==> src/rtl/and_4_bit_bist.sv <==
// Built-in self-test sequencer for a bitwise AND gate.
// Sweeps every operand pair, checks c against a & b, logs the first failure.
module and_4_bit_bist #(
    parameter int WIDTH  = 4,
    parameter int SETTLE = 1
) (
    input  logic               clk,
    input  logic               rst_n,
    input  logic               start,
    output logic [WIDTH-1:0]   dut_a,
    output logic [WIDTH-1:0]   dut_b,
    input  logic [WIDTH-1:0]   dut_c,
    output logic               busy,
    output logic               done,
    output logic               pass,
    output logic [2*WIDTH:0]   err_count,
    output logic               fail_valid,
    output logic [WIDTH-1:0]   fail_a,
    output logic [WIDTH-1:0]   fail_b,
    output logic [WIDTH-1:0]   fail_c
);

    localparam int VW = 2 * WIDTH;
    localparam int CW = VW + 1;
    localparam logic [3:0] SLOAD = 4'(SETTLE - 1);

    typedef enum logic [1:0] {
        S_IDLE,
        S_SETTLE,
        S_CHECK,
        S_DONE
    } state_t;

    state_t          state_q, state_d;
    logic [VW-1:0]   v_q, v_d;
    logic [3:0]      cnt_q, cnt_d;
    logic            busy_q, busy_d;
    logic            done_q, done_d;
    logic            pass_q, pass_d;
    logic [CW-1:0]   err_q, err_d;
    logic [CW-1:0]   err_nx;
    logic            fv_q, fv_d;
    logic [WIDTH-1:0] fa_q, fa_d;
    logic [WIDTH-1:0] fb_q, fb_d;
    logic [WIDTH-1:0] fc_q, fc_d;
    logic            mismatch;

    assign dut_a      = v_q[VW-1:WIDTH];
    assign dut_b      = v_q[WIDTH-1:0];
    assign busy       = busy_q;
    assign done       = done_q;
    assign pass       = pass_q;
    assign err_count  = err_q;
    assign fail_valid = fv_q;
    assign fail_a     = fa_q;
    assign fail_b     = fb_q;
    assign fail_c     = fc_q;

    assign mismatch = (dut_c != (dut_a & dut_b));

    always_comb begin
        state_d = state_q;
        v_d     = v_q;
        cnt_d   = cnt_q;
        busy_d  = busy_q;
        done_d  = done_q;
        pass_d  = pass_q;
        err_d   = err_q;
        fv_d    = fv_q;
        fa_d    = fa_q;
        fb_d    = fb_q;
        fc_d    = fc_q;
        err_nx  = mismatch ? err_q + CW'(1) : err_q;

        unique case (state_q)
            S_IDLE, S_DONE: begin
                if (start) begin
                    state_d = S_SETTLE;
                    v_d     = '0;
                    cnt_d   = SLOAD;
                    busy_d  = 1'b1;
                    done_d  = 1'b0;
                    pass_d  = 1'b0;
                    err_d   = '0;
                    fv_d    = 1'b0;
                    fa_d    = '0;
                    fb_d    = '0;
                    fc_d    = '0;
                end
            end
            S_SETTLE: begin
                if (cnt_q == 4'd0) state_d = S_CHECK;
                else               cnt_d   = cnt_q - 4'd1;
            end
            S_CHECK: begin
                err_d = err_nx;
                if (mismatch && !fv_q) begin
                    fv_d = 1'b1;
                    fa_d = dut_a;
                    fb_d = dut_b;
                    fc_d = dut_c;
                end
                // all-ones vector is terminal; the counter never wraps
                if (&v_q) begin
                    state_d = S_DONE;
                    busy_d  = 1'b0;
                    done_d  = 1'b1;
                    pass_d  = (err_nx == '0);
                end else begin
                    state_d = S_SETTLE;
                    v_d     = v_q + VW'(1);
                    cnt_d   = SLOAD;
                end
            end
            default: state_d = S_IDLE;
        endcase
    end

    always_ff @(posedge clk or negedge rst_n) begin
        if (!rst_n) begin
            state_q <= S_IDLE;
            v_q     <= '0;
            cnt_q   <= '0;
            busy_q  <= 1'b0;
            done_q  <= 1'b0;
            pass_q  <= 1'b0;
            err_q   <= '0;
            fv_q    <= 1'b0;
            fa_q    <= '0;
            fb_q    <= '0;
            fc_q    <= '0;
        end else begin
            state_q <= state_d;
            v_q     <= v_d;
            cnt_q   <= cnt_d;
            busy_q  <= busy_d;
            done_q  <= done_d;
            pass_q  <= pass_d;
            err_q   <= err_d;
            fv_q    <= fv_d;
            fa_q    <= fa_d;
            fb_q    <= fb_d;
            fc_q    <= fc_d;
        end
    end

endmodule

==> config.mk <==
export PLATFORM = sky130hd
export DESIGN_NAME = and_4_bit_bist
export DESIGN_NICKNAME = d
export VERILOG_FILES = /design/src/rtl/and_4_bit_bist.sv
export SDC_FILE = /design/constraint.sdc
export NUM_CORES = 1
export LEC_CHECK = 0
export CORE_ASPECT_RATIO = 1.4
export CORE_MARGIN = 10
export CORE_UTILIZATION = 50
export CTS_CLUSTER_DIAMETER = 60
export DETAILED_ROUTE_END_ITERATION = 8
export MAX_ROUTING_LAYER = met4
export PLACE_DENSITY_LB_ADDON = 0.3
export SLEW_MARGIN = 20
export SYNTH_ARGS = -nofsm -noshare
export SYNTH_HDL_FRONTEND = slang
export SYNTH_SLANG_ARGS = --single-unit
==> constraint.sdc <==
create_clock -name clk -period 3 [get_ports clk]
set_input_delay 0.45 -clock clk [delete_from_list [all_inputs] [get_ports clk]]
set_output_delay 0.45 -clock clk [all_outputs]
set_load 0.03 [all_outputs]
Word level (Yosys, flattened, before mapping)
Index checks and enable logic that the tools add are counted.
{"block": "word_totals", "register_bits": 39, "inputBits": 7, "out_inout_bits": 33, "wordCells": 69}
{"block": "classes", "n_reduce_logical": 14, "add_sub_neg": 3, "n_mux": 30, "eq_ne": 10, "bitwise_logic": 1}
{"op": "$mux 4", "n": 6}
{"op": "$pmux 4 s2", "n": 3}
{"op": "$mux 9", "n": 2}
{"op": "$pmux 9 s2", "n": 1}
{"op": "$mux 8", "n": 2}
{"op": "$pmux 8 s2", "n": 1}
{"op": "$ne 2x2->1 const B", "n": 6}
{"op": "$pmux 4 s3", "n": 1}
{"op": "$reduce_and 3->1", "n": 4}
{"op": "$add 9x1->9 const B", "n": 1}
{"op": "$logic_not 9->1", "n": 1}
{"op": "$add 8x1->8 const B", "n": 1}
{"op": "$pmux 1 s2", "n": 4}
{"op": "$reduce_and 8->1", "n": 1}
{"op": "$mux 1", "n": 6}
{"op": "$mux 2", "n": 3}
{"op": "$pmux 2 s3", "n": 1}
{"op": "$and 4x4->4", "n": 1}
{"op": "$eq 2x2->1 const B", "n": 2}
{"op": "$logic_not 4->1", "n": 1}
{"op": "$ne 4x4->1", "n": 1}
{"op": "$reduce_and 2->1", "n": 2}
{"op": "$sub 4x1->4 const B", "n": 1}
{"op": "$eq 2x1->1 const B", "n": 1}
{"op": "other kinds (5)", "n": 5}

Longest topological paths before layout
Gate-level depths: netlist of the first run.
{"block": "depth", "word_depth": 6, "ltp_mapped": 9}

Least setup slack after synthesis of the first run
OpenSTA, ideal clock, no wires.
{"block": "synth_path", "path_kind": "register to register", "from": "reg v_q[3]", "to": "reg err_q[4], in the netlist err_count[4]", "t_required_ns": 2.874, "path_buffers": 1, "setup_slack_ns": 0.997, "stages_incl_launch_ff": 7, "t_arrival_ns": 1.877, "cell_sequence": "dfrtp_1 buf_4 nand3_1 a211oi_4 a21boi_1 and3_1 a221o_1"}
{"block": "synth_between", "elab_chain_len": 4}
{"item": "from (decl)", "line": "35", "source": "logic [VW-1:0] v_q, v_d;"}
{"item": "from (signal assigned)", "line": "134", "source": "v_q <= v_d;"}
{"item": "$and 4x4->4", "line": "59", "source": "assign mismatch = (dut_c != (dut_a & dut_b));"}
{"item": "$ne 4x4->1", "line": "59"}
{"item": "$mux 9", "line": "73", "source": "err_nx = mismatch ? err_q + CW'(1) : err_q;"}
{"item": "$pmux 9 s2", "line": "75", "source": "unique case (state_q)"}
{"item": "to (signal assigned)", "line": "139", "source": "err_q <= err_d;"}
{"item": "to (decl)", "line": "40", "source": "logic [CW-1:0] err_q, err_d;"}
No other way between the ends.
A chain may end at the register's enable or synchronous reset.

Worst setup path in the final report of the first run
{"block": "layout_path", "from": "reg state_q[0]", "to": "reg v_q[5]"}
{"block": "layout_between", "elab_chain_len": 4}
{"item": "from (decl)", "line": "34", "source": "state_t state_q, state_d;"}
{"item": "from (signal assigned)", "line": "133", "source": "state_q <= state_d;"}
{"item": "$eq 2x2->1 / $logic_not 2->1 (equally long branches)", "line": "75"}
{"item": "$reduce_or 2->1", "line": "75"}
{"item": "$ne 2x2->1 (no source line) / $reduce_bool 2->1 (equally long branches)"}
{"item": "$reduce_and 3->1 (no source line)"}
Several ways; a longest one is shown, not always the timed one.

==> results of run 1 <==
[power breakdown]
group,switching [mW],leakage [nW],total (mW),internal [mW]
Clock,0.189,0.0654,0.521,0.333
Sequential,0.0939,0.530,0.693,0.599
Combinational,0.511,0.633,0.827,0.316
[cell type report]
class	instances	share of cell area
clock inverter	2	0.0212
timing repair buffer	44	0.150
multi-input combinational	182	0.423
sequential	39	0.345
tap	62	0.0274
clock buffer	6	0.0257
inverter	6	0.00797
[logic make-up (layout without fill, tap and decap cells)]
family                     count (synthesis)  in the layout
and+or+nand+nor                           89             89
AOI/OAI and AO/OA                         73             73
buffers and inverters                     23             58
xor gates and xnor gates                   6              6
adders and majority gates                  7              7
muxes                                      7              7
DFF                                       39             39
[worst max-delay path, delay by kind of cell (launching register included)]
family                     cells  cell delay [ns]
adders and majority gates      1             0.50
AOI/OAI and AO/OA              1             0.48
DFF                            1             0.40
muxes                          1             0.35
and+or+nand+nor                2             0.23
xor gates and xnor gates       1             0.18
buffers and inverters          1             0.09
[routing by layer]
layer	up-vias	GRT usage	routed length, µm
li1	961	-	-
met1	970	0.183	2460
met2	65	0.254	2830
met3	11	0.0384	321
met4	0	0.0648	144
met5	-	-	0
[synthesized netlist by cell type, types with 2 or more instances]
| master | count |
|---|---|
| dfrtp_1 | 39 |
| nand2_1 | 24 |
| nor2_1 | 18 |
| a21oi_1 | 16 |
| a22o_1 | 15 |
| o21ai_0 | 13 |
| nand4_1 | 8 |
| buf_6 | 7 |
| ha_1 | 7 |
| mux2i_1 | 7 |
| nand3_1 | 7 |
| and3_1 | 6 |
| inv_1 | 6 |
| nor3_1 | 6 |
| xor2_1 | 6 |
| nand2b_1 | 5 |
| clkbuf_1 | 4 |
| a211oi_1 | 3 |
| a31oi_1 | 3 |
| nor2b_1 | 3 |
| o22ai_1 | 3 |
| a21boi_0 | 2 |
| a21o_1 | 2 |
| a221o_1 | 2 |
| and2_1 | 2 |
| buf_2 | 2 |
| buf_4 | 2 |
| o311ai_0 | 2 |
| or3_1 | 2 |
[registers in the layout (all words and copies together) (netlist names)]
| register | count |
|---|---|
| err_count | 9 |
| v_q | 8 |
| cnt_q | 4 |
| fail_a | 4 |
| fail_b | 4 |
| fail_c | 4 |
| state_q | 2 |
| busy | 1 |
| done | 1 |
| fail_valid | 1 |
| pass | 1 |
[worst paths after layout]
kind                            cells after the start  startpoint  slack [ns]           end
worst max-delay path                                7  state_q[0]        0.63        v_q[5]
worst min-delay path                                1       rst_n        0.27          done
min in group clk                                    1   fail_a[3]        0.51     fail_a[3]
worst max register to register                      7  state_q[0]        0.63        v_q[5]
max in group asynchronous                           1       rst_n        2.18  err_count[1]
worst min register to register                      1   fail_a[3]        0.51     fail_a[3]
==> results.txt, run 1 <==
----------------------------------------------------
[Timing]
  Final worst setup slack ... 0.632 ns
  Total Neg Setup Slack ... 0 ns
  Clock period minus final worst setup slack ... 2.37 ns
  Worst-margin pin slew ... 0.876 ns
  Max frequency ... 422 MHz
  Final setup violation count ... 0
  Max Slew Vio Count ... 0
  Final Hold Slack ... 0.272 ns
  Final worst clock skew ... 0.00496 ns
  Unrepaired setup endpoints after global routing ... false
  Worst slew margin relative to its limit ... 0.416
  Final worst path period share ... 0.789
  Final hold violations ... 0

[Clock tree]
  Root Buffer ... clkbuf_8
  Clock network latency to the later pin of the worst-skew pair ... 0.29 ns
  Number of resized instances in the post-cts repair step ... 0
  Setup Fix Bufs, Post-CTS ... 0
  Number of sinks driven by the clock tree ... 39
  Total CTS buffers ... 5
  Number of buffers between clock root and the deepest sink ... 2
  CTS tree ... done
  CTS Hold Bufs ... 0
  Clock-pin slew reported for the worst setup and hold paths after clock tree synthesis ... ~0.08 ns
  Number of H-tree levels ... 2

[Drt]
  Routed Antenna Nets ... 0
  Wirelength, routed ... 5.75 mm
  Starting DRC count in detailed routing ... approximately 140
  Count of vias placed by the detailed router ... about 2,000
  Number of detailed-route iterations in the first pass ... 4
  Remaining routing DRC violations ... 0
  Post-detailed-route via-to-cell ratio ... 5.89
  Wire length per cell ... roughly 17 µm

[Pwr]
  Leakage power of the design ... 1.23 nW
  Pwr Density ... 722 nW/µm²
  Peak supply drop ... 0.442 mV
  PnR Total Power ... 2.04 mW

[Die]
  Boundary pin count ... 40
  Die Wd ... 77.7 µm
  Initial Utilization ... 0.514
  Std cell rows ... 29
  Floorplan die area ... 7840 µm²
  Die Ht ... around 100 µm
  CORE AREA ... 4540 µm²

[Worst setup path]
  Startpoint Class ... register
  Nature of the critical path endpoint ... register
  Ordered cell list for the critical path ... inv_1 > ha_1 > mux2i_1 > a31oi_1 > nand4_1 > xor2_1 > nor2_1
  Arrival @ worst endpoint ... 2.53 ns
  Slowest cell on the critical path ... ha_1
  Endpoint required time on the critical path ... 3.16 ns
  CP Max Fanout ... 17
  Setup CP Type ... reg -> reg
  Delay contributed by the slowest stage of the critical path ... approximately 0.50 ns

[Layout]
  Share of layout cells above drive strength 1 ... 0.0717
  Commonest non-fill, non-tap cell in the layout ... dfrtp_1
  Commonest cells after routing, fill and taps aside ... dfrtp_1 (39), clkdlybuf4s50_1 (38), nand2_1 (24), nor2_1 (18), a21oi_1 (16)
  Final standard cell utilization of the core ... 0.623
  Antenna Diode Count ... 0
  Synth-to-Final Area Change ... 21.1%
  Post-route cell area ... 2830 µm²
  Net count of the finished layout ... 292
  Non-filler cells, final ... 341
  Combined area of the multi-input logic cells ... 1190 µm²
  Filler cells ... 396
  Sequential Area ... 976 µm²

[Status]
  Status ... finished clean

[GRT]
  Global-route usage over all layers ... 0.157
  GRT overflow ... 0
  Pin count of the biggest net entering global routing ... 40
  Via count of the first global-routing pass ... 2,027
  Global-route wire length before repair ... 9.92 mm
  Number of antenna violations at the first check in global routing ... 0

[Synthesis]
  Cell taking the most area after synthesis ... dfrtp_1
  Proportion of synthesized chip area in sequential cells ... 0.418
  FFs w/ async S/R, synth ... 1.00
  Largest family of logic cells by synthesized area ... compound AO/OA/AOI/OAI gates
  Multiplexer share of the synthesized area ... 0.0300
  #FFs+latches synth ... 39
  Number of flops mapped to enable cells by yosys ... 0
  Distinct cell type count after synthesis ... 51
  Count of yosys warnings during synthesis ... 0
  Fraction of the mapped netlist area in simple logic gates ... 0.197
  Number of standard cells after synthesis ... 244
  Dominant synthesized flop cell ... dfrtp_1
  XOR/XNOR share of the synthesized area ... 0.0225
  Top-area cell type share of the netlist area ... 0.418
  Number of nets produced by synthesis ... 258
  Synthesized area per cell ... 9.56 µm²
  Area contributors post-synth ... dfrtp_1 (42%), a22o_1 (5.6%), nand2_1 (3.9%), ha_1 (3.8%), a21oi_1 (3.4%)
  Compound-cell area share of the yosys netlist ... 0.225
  Area of the mapped netlist ... 2330 µm²
  Adder and majority cell fraction of the synthesized area ... 0.0375

[Min path]
  Kind of path behind the tightest hold check ... in -> async

[Job]
  Count of maximum capacitance violations ... 0

[Place]
  Final weighted congestion of routability-driven global placement ... about 0.87
  Pre-CTS setup slack ... 0.568 ns
  Area post-placement ... 2690 µm²
  Number of buffers added on ports ... 39
  Number of instances in the placed design ... 333
  Post-DP HPWL ... 4.18 mm

----------------------------------------------------
No activity file was read; power rests on OpenSTA's default activity.
==> run 2, diff against run 1 <==
--- a/config.mk
+++ b/config.mk
@@ -7,7 +7,7 @@
 export LEC_CHECK = 0
 export CORE_ASPECT_RATIO = 1.4
 export CORE_MARGIN = 10
-export CORE_UTILIZATION = 50
+export CORE_UTILIZATION = 48
 export CTS_CLUSTER_DIAMETER = 60
 export DETAILED_ROUTE_END_ITERATION = 8
 export MAX_ROUTING_LAYER = met4
==> constraint.sdc (replaced) <==
create_clock -name clk -period 2.08 [get_ports clk]
set_input_delay 0.312 -clock clk [delete_from_list [all_inputs] [get_ports clk]]
set_output_delay 0.312 -clock clk [all_outputs]
set_load 0.03 [all_outputs]
==> run 2 against run 1 <==
Against the previous run: first-iteration DRC count decreased by 32%; largest cell class unchanged; wire length increased by 3.0%; sequential share of layout area shrank 1.8 points; register-to-register slack got worse by 0.49 ns.
==> results.txt, run 2 (synthesis results as in run 1) <==
----------------------------------------------------
[Drt]
  Count of vias placed by the detailed router ... 2,074 (+3.3%)
  Routed Antenna Nets ... 0 (unchanged)
  Starting DRC count in detailed routing ... 94 (-32%)
  Number of detailed-route iterations in the first pass ... 4 (unchanged)
  Remaining routing DRC violations ... 0 (unchanged)
  Post-detailed-route via-to-cell ratio ... 5.73 (-2.7%)
  Wirelength, routed ... 5.92 mm (+3.0%)
  Wire length per cell ... 16.4 µm (-3.0%)

[Timing]
  Unrepaired setup endpoints after global routing ... true
  Worst-margin pin slew ... 0.506 ns (-0.370 ns)
  Max Slew Vio Count ... 0 (unchanged)
  Clock period minus final worst setup slack ... 1.94 ns (-0.431 ns)
  Final setup violation count ... 0 (unchanged)
  Worst slew margin relative to its limit ... 0.661 (+0.245)
  Final worst setup slack ... 0.143 ns (-0.489 ns)
  Max frequency ... 516 MHz (+22%)
  Final hold violations ... 0 (unchanged)
  Final worst path period share ... 0.931 (+0.142)
  Final worst clock skew ... 0.00476 ns (-0.000202 ns)
  Final Hold Slack ... 0.0608 ns (-0.211 ns)

[Place]
  Number of instances in the placed design ... 354 (+6.3%)
  Pre-CTS setup slack ... -0.108 ns (-0.676 ns)
  Final weighted congestion of routability-driven global placement ... 0.877 (+1.3%)
  Area post-placement ... 2840 µm² (+5.4%)
  Post-DP HPWL ... 4.43 mm (+6.0%)
  Number of buffers added on ports ... 39 (unchanged)

[Clock tree]
  Clock network latency to the later pin of the worst-skew pair ... 0.29 ns (about the same)
  Number of sinks driven by the clock tree ... 39 (unchanged)
  Clock-pin slew reported for the worst setup and hold paths after clock tree synthesis ... 0.08 ns (about the same)
  CTS tree ... done
  Root Buffer ... clkbuf_8
  Number of buffers between clock root and the deepest sink ... 2 (unchanged)
  Total CTS buffers ... 5 (unchanged)
  Number of H-tree levels ... 2 (unchanged)

[Die]
  CORE AREA ... 4770 µm² (+5.1%)
  Die Wd ... 78.9 µm (+1.5%)
  Boundary pin count ... 40 (unchanged)
  Floorplan die area ... 8090 µm² (+3.2%)
  Initial Utilization ... 0.490 (-0.0250)
  Std cell rows ... 30 (+3.4%)
  Die Ht ... 103 µm (+1.7%)

[Worst setup path]
  Crit path buf inv count ... 0 (-1)
  Endpoint required time on the critical path ... 2.31 ns (-0.85 ns)
  Nature of the critical path endpoint ... register
  Setup CP Type ... reg -> reg
  CP Max Fanout ... 13 (-4)
  Slowest cell on the critical path ... dfrtp_1
  Delay contributed by the slowest stage of the critical path ... 0.48 ns (-0.02 ns)
  Ordered cell list for the critical path ... and3_1 > o22a_1 > and2_4 > nor3_4 > a22o_2
  Startpoint Class ... register
  Worst path top cell family by delay ... simple AND/OR/NAND/NOR gates
  Arrival @ worst endpoint ... 2.17 ns (-0.36 ns)

[Layout]
  Post-route cell area ... 2990 µm² (+5.7%)
  Share of layout cells above drive strength 1 ... 0.148 (+0.0760)
  Net count of the finished layout ... 311 (+6.5%)
  Number of flip-flops under the largest register name ... 9 (unchanged)
  Antenna Diode Count ... 0 (unchanged)
  Commonest cells after routing, fill and taps aside ... dfrtp_1 (38), clkdlybuf4s50_1 (38), nand2_1 (24), buf_4 (24), nor2_1 (18)
  Non-filler cells, final ... 362 (+6.2%)
  Synth-to-Final Area Change ... 28.0%

[Job]
  Count of maximum capacitance violations ... 0 (unchanged)

[GRT]
  GRT overflow ... 0 (unchanged)
  Via count of the first global-routing pass ... 2,041 (+0.69%)
  Global-route wire length before repair ... 9.89 mm (-0.21%)
  Pin count of the biggest net entering global routing ... 40 (unchanged)
  Number of antenna violations at the first check in global routing ... 0 (unchanged)
  Global-route usage over all layers ... 0.155 (-0.00205)

[Pwr]
  Leakage power of the design ... 1.33 nW (+7.8%)
  Pwr Density ... 1030 nW/µm² (+42%)
  Peak supply drop ... 0.519 mV (+17%)
  PnR Total Power ... 3.07 mW (+50%)

[Status]
  Status ... finished clean

[Min path]
  Kind of path behind the tightest hold check ... in -> async

----------------------------------------------------
==> run 2: per-stage QoR <==
step,utilization,TNS (ns)
finish,0.627,0
global route,0.627,-0.00623
CTS,0.623,0
detailed placement,0.596,-1.51
global placement,0.596,-0.360
floorplan,-,0
==> run 2: per-layer routing <==
metal / GRT usage / part of all wire / up-vias
met5: - / 0 / -
met4: 0.0567 / 0.021 / 0
met3: 0.0375 / 0.042 / 12
met2: 0.261 / 0.49 / 54
met1: 0.175 / 0.44 / 1004
li1: - / - / 1004
==> run 2: repair_timing <==
action | CTS | global route
gates resized for setup | 0 | 5
buffers inserted | 0 | 0
setup endpoints to repair | 0 | 7
hold buffers | 0 | 0
==> run 2: layout make-up <==
| cell class | count | area (µm²) |
|---|---|---|
| Fill cell | 426 | 1780 |
| Tap cell | 64 | 80.1 |
| Inverter | 6 | 22.5 |
| Timing Repair Buffer | 63 | 566 |
| Multi-Input combinational cell | 182 | 1210 |
| Sequential cell | 39 | 977 |
| Clock buffer | 6 | 72.6 |
| Clock inverter | 2 | 60.1 |
==> run 2: where the power goes <==
part / internal (mW) / leakage [nW] / switching (mW)
Combinational: 0.552 / 0.731 / 0.791
Sequential: 0.865 / 0.529 / 0.111
Clock: 0.480 / 0.0654 / 0.271
==> run 2: worst paths after layout <==
path                            startpoint  slack, ns  cells after the start            to
worst max-delay path                v_q[0]       0.14                      5     fail_a[0]
worst max register to register      v_q[0]       0.14                      5     fail_a[0]
max in group asynchronous            rst_n       1.64                      2  err_count[1]
min in group clk                 fail_c[1]       0.51                      1     fail_c[1]
worst min register to register   fail_c[1]       0.51                      1     fail_c[1]
worst min-delay path                 rst_n       0.06                      2  err_count[3]
